`config.mk`:
```
export PLATFORM = sky130hd
export DESIGN_NAME = nibble_serial_subtractor16_flat
export DESIGN_NICKNAME = d
export VERILOG_FILES = /design/src/rtl/nibble_serial_subtractor16_if.sv /design/src/rtl/nibble_serial_subtractor16.sv /design/src/flat_wrapper.sv
export SDC_FILE = /design/constraint.sdc
export NUM_CORES = 1
export LEC_CHECK = 0
export CAP_MARGIN = 20
export CORE_AREA = 4 4 92 111
export DETAILED_ROUTE_END_ITERATION = 6
export DIE_AREA = 0 0 96 115
export GPL_TIMING_DRIVEN = 0
export PLACE_DENSITY_LB_ADDON = 0.25
export RECOVER_POWER = 25
export SLEW_MARGIN = 10
export SYNTH_ARGS = -nofsm -noshare
export SYNTH_HDL_FRONTEND = slang
export SYNTH_SLANG_ARGS = --single-unit
```
`constraint.sdc`:
```
create_clock -name clk -period 3.05 [get_ports clk]
set_clock_uncertainty 0.05 [all_clocks]
set_input_delay 0.61 -clock clk [delete_from_list [all_inputs] [get_ports clk]]
set_output_delay 0.61 -clock clk [all_outputs]
set_load 0.02 [all_outputs]
```
`src/rtl/nibble_serial_subtractor16_if.sv`:
```
// nibble_serial_subtractor16_if: operand/result bundle for the nibble-serial subtractor
interface nibble_serial_subtractor16_if #(parameter int NIB = 4);
    localparam int W = 4 * NIB;
    logic start;
    logic [W-1:0] a;
    logic [W-1:0] b;
    logic bin;
    logic busy;
    logic done;
    logic [W-1:0] diff;
    logic bout;
    logic ovf;
    modport master (output start, a, b, bin, input busy, done, diff, bout, ovf);
    modport slave (input start, a, b, bin, output busy, done, diff, bout, ovf);
endinterface

```
`src/rtl/nibble_serial_subtractor16.sv`:
```
// nibble_serial_subtractor16: a - b - bin computed one 4-bit nibble per clock, LSB nibble first
module nibble_serial_subtractor16 #(parameter int NIB = 4) (
    input logic clk,
    input logic rst_n,
    nibble_serial_subtractor16_if.slave bus
);
    localparam int W = 4 * NIB;
    localparam int CW = (NIB > 1) ? $clog2(NIB) : 1;
    typedef enum logic [1:0] {IDLE, RUN, DONE} state_t;
    state_t state, state_nx;
    logic [CW-1:0] k;
    logic [W-1:0] ca, cb, diff;
    logic cbin, brw, bout, ovf;
    logic [4:0] nib;
    logic accept, last;
    always_ff @(posedge clk) begin
        if (!rst_n) state <= IDLE;
        else state <= state_nx;
    end
    always_comb begin
        accept = (state != RUN) && bus.start;
        last = (k == CW'(NIB - 1));
        nib = {1'b0, ca[{k, 2'b00} +: 4]} - {1'b0, cb[{k, 2'b00} +: 4]} - {4'b0, (k == '0) ? cbin : brw};
        state_nx = accept ? RUN : (state == RUN) ? (last ? DONE : RUN) : IDLE;
    end
    // Counter holds at terminal count; the operand registers keep the captured values for ovf.
    always_ff @(posedge clk) begin
        if (!rst_n) begin
            k <= '0;
            ca <= '0;
            cb <= '0;
            cbin <= 1'b0;
            brw <= 1'b0;
            diff <= '0;
            bout <= 1'b0;
            ovf <= 1'b0;
        end else if (accept) begin
            ca <= bus.a;
            cb <= bus.b;
            cbin <= bus.bin;
            k <= '0;
            diff <= '0;
        end else if (state == RUN) begin
            diff[{k, 2'b00} +: 4] <= nib[3:0];
            brw <= nib[4];
            k <= last ? k : k + CW'(1);
            if (last) begin
                bout <= nib[4];
                ovf <= (ca[W-1] != cb[W-1]) && (nib[3] != ca[W-1]);
            end
        end
    end
    assign bus.busy = (state == RUN);
    assign bus.done = (state == DONE);
    assign bus.diff = diff;
    assign bus.bout = bout;
    assign bus.ovf = ovf;
endmodule
```
`src/flat_wrapper.sv`:
```
// flat-port wrapper written by rule: the top's interface ports become plain ports
module nibble_serial_subtractor16_flat 
#(parameter int NIB = 4)
  (clk, rst_n, bus_start, bus_a, bus_b, bus_bin, bus_busy, bus_done, bus_diff, bus_bout, bus_ovf);
  nibble_serial_subtractor16_if #(.NIB(NIB)) bus_i ();
  input logic clk;
  input logic rst_n;
  input wire logic [$bits(bus_i.start)-1:0] bus_start;
  input wire logic [$bits(bus_i.a)-1:0] bus_a;
  input wire logic [$bits(bus_i.b)-1:0] bus_b;
  input wire logic [$bits(bus_i.bin)-1:0] bus_bin;
  output wire logic [$bits(bus_i.busy)-1:0] bus_busy;
  output wire logic [$bits(bus_i.done)-1:0] bus_done;
  output wire logic [$bits(bus_i.diff)-1:0] bus_diff;
  output wire logic [$bits(bus_i.bout)-1:0] bus_bout;
  output wire logic [$bits(bus_i.ovf)-1:0] bus_ovf;
  assign bus_i.start = bus_start;
  assign bus_i.a = bus_a;
  assign bus_i.b = bus_b;
  assign bus_i.bin = bus_bin;
  assign bus_busy = bus_i.busy;
  assign bus_done = bus_i.done;
  assign bus_diff = bus_i.diff;
  assign bus_bout = bus_i.bout;
  assign bus_ovf = bus_i.ovf;
  nibble_serial_subtractor16 #(.NIB(NIB)) u_core (.clk(clk), .rst_n(rst_n), .bus(bus_i));
endmodule
```
* After elaboration in Yosys (flattened, before gate mapping) *
Cells that the tools add are included.

operators by class
  $add $sub $neg = 4
  eq/ne operators = 6
  shift-type cells = 4
  mux-type cells = 5
  bitwise operators = 4
  reductions and logical operators = 8

operators by type and width
  kind                                                  count
  variable part select 16 x 5 -> 4 bit                  2
  bitwise mux 16 bit                                    1
  variable shift 4 x 6 -> 16 bit, first input constant  1
  variable part select 4 x 6 -> 16 bit                  1
  negation 4 -> 6 bit                                   1
  subtractor 4 x 4 -> 5 bit                             1
  subtractor 5 x 1 -> 5 bit                             1
  == test 2 bit, second input constant                  2
  inverter 1 bit                                        4
  AND reduction 2 bit                                   2
  2-to-1 mux 1 bit                                      3
  AND reduction 3 bit                                   1
  OR reduction 3 bit                                    1
  adder 2 x 1 -> 2 bit, second input constant           1
  == test 2 x 1 -> 1 bit, second input constant         1
  logical AND 1 bit                                     2
  logical NOT 2 bit                                     1
  2-to-1 mux 2 bit                                      1
  != test 1 bit                                         2
  != test 2 x 1 -> 1 bit, second input constant         1
  OR reduction 2 bit                                    1

storage, ports and cells
  register bits = 56
  input bits = 36
  output and inout bits = 20
  logic and storage cells = 41

* Logic depth before layout (Yosys ltp) *
Gate-level depths: netlist of run 1.

  depth in word-level cells = 5
  gate-level depth with buffers = 12
  depth with buffers taken out = 10

* Worst setup path after synthesis of run 1 *
OpenSTA, ideal clock, no wires.

  path type = register to register
  from = register u_core.k[1]
  to = register u_core.ovf (netlist: u_core.bus.ovf)
  library setup time = 0.074 ns
  arrival time = 2.996 ns
  data required time = 2.926 ns
  slack = -0.071 ns
  stages on the path, launching flop included = 12
  path buffers = 1
  period minus slack after synthesis = 3.121 ns
  path through = dfxtp_1 > clkbuf_1 > inv_1 > ha_1 > mux2_2 > fa_1 > inv_1 > ha_1 > nor4b_1 > a221oi_2 > a311o_1 > a31oi_1

on the way
  longest elaborated chain between the ends = 5
  elaborated cells on any way between the ends = 10
  classes of those cells = add/sub: 2; eq/ne: 2; shift: 2; mux: 1; reduce/logical: 3

RTL lines
  what                                                                              RTL line                          source
  start, declared                                                                   nibble_serial_subtractor16.sv:11  logic [CW-1:0] k;
  start signal, assigned                                                            nibble_serial_subtractor16.sv:46  k <= last ? k : k + CW'(1);
  variable part select 16 x 5 -> 4 bit / logical NOT 2 bit (equally long branches)  nibble_serial_subtractor16.sv:23  nib = {1'b0, ca[{k, 2'b00} +: 4]} - {1'b0, cb[{k, 2'b00} +: 4]} - {4'b0, (k == '0) ? cbin : brw};
  subtractor 4 x 4 -> 5 bit / 2-to-1 mux 1 bit (equally long branches)              nibble_serial_subtractor16.sv:23
  subtractor 5 x 1 -> 5 bit                                                         nibble_serial_subtractor16.sv:23
  != test 1 bit                                                                     nibble_serial_subtractor16.sv:49  ovf <= (ca[W-1] != cb[W-1]) && (nib[3] != ca[W-1]);
  logical AND 1 bit                                                                 nibble_serial_subtractor16.sv:49
  end signal, assigned                                                              nibble_serial_subtractor16.sv:49
  end, declared                                                                     nibble_serial_subtractor16.sv:13  logic cbin, brw, bout, ovf;

Parallel ways exist; a longest one is shown, timed or not.
A chain may end at the register's enable or synchronous reset.

* Final worst setup path of run 1 *
  from = register u_core.k[0]
  to = register u_core.ovf (netlist: u_core.bus.ovf)

The elaborated chain is that of the path after synthesis.

==> results of run 1 <==
-- cell usage after synthesis (all sizes together) --
| cell | number | area (µm²) |
|---|---|---|
| nand2 | 75 | 282 |
| dfxtp | 56 | 1120 |
| a21oi | 39 | 195 |
| nor2 | 18 | 67.6 |
| inv | 14 | 52.6 |
| a22oi | 12 | 90.1 |
| clkbuf | 10 | 37.5 |
| ha | 10 | 125 |
| mux4 | 7 | 158 |
| nand4 | 5 | 31.3 |
| buf | 4 | 18.8 |
| nand3b | 4 | 30.0 |
| nor4 | 3 | 18.8 |
| o21ai | 3 | 15.0 |
| xnor2 | 3 | 26.3 |
| a211oi | 2 | 15.0 |
| and2 | 2 | 12.5 |
| fa | 2 | 40.0 |
| mux2 | 2 | 22.5 |
| nand2b | 2 | 12.5 |
| nor2b | 2 | 12.5 |
| nor4b | 2 | 17.5 |
| a221oi | 1 | 15.0 |
| a2bb2oi | 1 | 15.0 |
| a311o | 1 | 10.0 |
| a31oi | 1 | 6.26 |
| and3 | 1 | 6.26 |
| and3b | 1 | 8.76 |
| clkinv | 1 | 3.75 |
| mux2i | 1 | 10.0 |
| nand3 | 1 | 5.00 |
| nor4bb | 1 | 10.0 |
| or2 | 1 | 6.26 |
| or4b | 1 | 10.0 |
-- through the flow --
step                      worst slack, ns  util (%)  cell area [µm²]  hold slack (ns)
after global routing              -0.0121      38.0             3450            0.433
final                              0.0822      38.0             3450            0.407
after detailed placement           -0.467      35.4             3210            0.399
after global placement             -0.446      35.4             3210            0.390
after CTS                         -0.0168      37.3             3390            0.412
after floorplan                    0.0329         -             2510            0.383
-- flip-flops by register name, summed over array words and instances (netlist names) --
name / count
u_core.bus.diff: 16
u_core.ca: 16
u_core.cb: 16
u_core.k: 2
u_core.state: 2
u_core.brw: 1
u_core.bus.bout: 1
u_core.bus.ovf: 1
u_core.cbin: 1
-- path summary, 6_finish.rpt --
check                                  start              to  slack, ns  cells past startpoint
worst min-delay path            u_core.cb[5]    u_core.cb[5]       0.41                      2
worst max-delay path             u_core.k[0]  u_core.bus.ovf       0.08                      9
worst max register to register   u_core.k[0]  u_core.bus.ovf       0.08                      9
worst min register to register  u_core.cb[5]    u_core.cb[5]       0.41                      2
-- timing repair --
item                                    in CTS  in global routing
endpoints found under the setup margin      12                  7
endpoints found under the hold margin        0                  0
setup buffers                                2                  3
hold buffers                                 0                  0
gates cloned                                 0                  0
pin swaps                                    1                  4
gates resized for setup                     15                 11
-- report_power, final --
group	internal [mW]	switching (mW)	leakage, nW
combinational	0.167	0.187	0.711
sequential	0.763	0.0205	0.459
clock	0.185	0.248	0.0434
total	1.11	0.455	1.21
-- per-layer routing --
layer / vias to the layer above / wire (µm)
met3: 10 / 303
met1: 1006 / 2880
met5: - / 0
met4: 0 / 133
met2: 58 / 3290
li1: 1119 / -
-- area by class of cell --
cell class / instances / area (µm²)
clock buffers: 6 / 82.6
inverters: 15 / 58.8
plain buffers: 13 / 75.1
clock inverters: 2 / 15.0
multi-input cells: 204 / 1350
well taps: 120 / 150
flip-flops and latches: 56 / 1130
fillers: 930 / 5630
repair buffers: 60 / 592
-- worst register-to-register path, cell delays in order, from the launching register on --
cell and delay [ns]:
dfxtp_4 0.40, buf_12 0.14, mux4_2 0.50, ha_1 0.31, inv_1 0.10, ha_4 0.24, or4b_4 0.51, a2bb2oi_4 0.19
a311o_1 0.31, a31oi_1 0.16
-- logic make-up (layout without fill, tap and decap cells) --
group,after synthesis,in the layout,share of synthesized area [%]
simple gates,119,119,21.2
fa+ha+maj,12,12,6.59
compound gates,60,60,14.4
xor+xnor,3,3,1.05
buf+inv,29,96,4.49
flops,56,56,44.7
mux,10,10,7.58
==> metrics.txt, run 1 <==
run status finished, final reports clean; CP bufs+invs 2; clk_lat worst skew 0.31 ns; fin nets 403; CP required roughly 3.2 ns; Seq/Total Area, Yosys 44.7%; slowest CP cell or4b_4; sequence of cells on the critical path buf_12 > mux4_2 > ha_1 > inv_1 > ha_4 > or4b_4 > a2bb2oi_4 > a311o_1 > a31oi_1; row count 38; Routed WL 6600 µm; class of the worst hold path reg -> reg; Root Buffer Master clkbuf_8; most frequent cells in the layout 75 x nand2_1, 54 x dfxtp_1, 53 x clkdlybuf4s50_1; Tot GR Track Use roughly an eighth; commonest non-fill, non-tap cell in the layout nand2_1; io pins 56; Period Utilization, post-route 97.3%; CTS tree done; Synth Warn # 0; Reg clk slew, reported paths 0.11 ns; Fmax 337 MHz; TritonRoute pass-1 iters 4; Syn Inst Count 289; CP Capture Type register; antenna viol nets, final 0; largest net degree at the start of global routing 18; CTS buffer count 5; CP arrival 3.16 ns; worst relative slew slack around 53%; die width 96 µm; Cell Count, Final, Fillers Out between 400 and 500; mapped cell area 2510 µm²; Die Y ~120 µm; vias in the first global route between 2000 and 2500; count of cell types in the netlist 35; Startpoint Class register; Port Buffers between 50 and 60; grt met2 use 21.1%; CP Class reg -> reg; H-tree depth 2; die area 11000 µm²; routed vias 2193; effective utilization at floorplan between 20% and 30%; Synth Register Bits 56; unrepaired setup endpoints after global routing yes; final slew viol count 0; maximum VDD drop 246 µV; post-synth net total around 340; area grow syn2layout 37.7%; via-per-instance ratio 4.61; # setup viols final 0; maxcap violations 0; final hold violation count 0; Placed Cells 464; gr ovfl total 0; core box area a little over 9000 µm²; peak per-stage delay on the critical path approximately 0.51 ns; GPL Wtd Cong 0.789; DRC errors left 0; crit-path max FO 8; synthesized area per cell 8.68 µm²; Ant. Diodes 0; Pleak 1.21 nW; setup TNS 0 ns; hpwl dp about 5000 µm; Most Used Layer, Global Route met2; total power approximately 1.6 mW; clk buf depth 2; M3 GR Usage under 10%; initial antenna violation count 0; first-pass GRT wire length around 11000 µm; Final min period 2.97 ns; met1 Use GR 15.6%; Crit path max-delay family compound AO/OA/AOI/OAI gates; wire per inst 13.9 µm; Num Clock Sinks 56; Slew @ Worst Pin 0.698 ns; Iteration-0 DRC Markers 65; Pwr Density 455 nW/µm²; layout cells sized above 1 10.7%
No activity file was read; power rests on OpenSTA's default activity.
==> run 2: changes to the inputs <==
--- a/config.mk
+++ b/config.mk
@@ -9,6 +9,7 @@
 export CORE_AREA = 4 4 92 111
 export DETAILED_ROUTE_END_ITERATION = 6
 export DIE_AREA = 0 0 96 115
+export GPL_ROUTABILITY_DRIVEN = 0
 export GPL_TIMING_DRIVEN = 0
 export PLACE_DENSITY_LB_ADDON = 0.25
 export RECOVER_POWER = 25
==> results of run 2 <==
Final layout, timing and power as in run 1 (identical DEF).
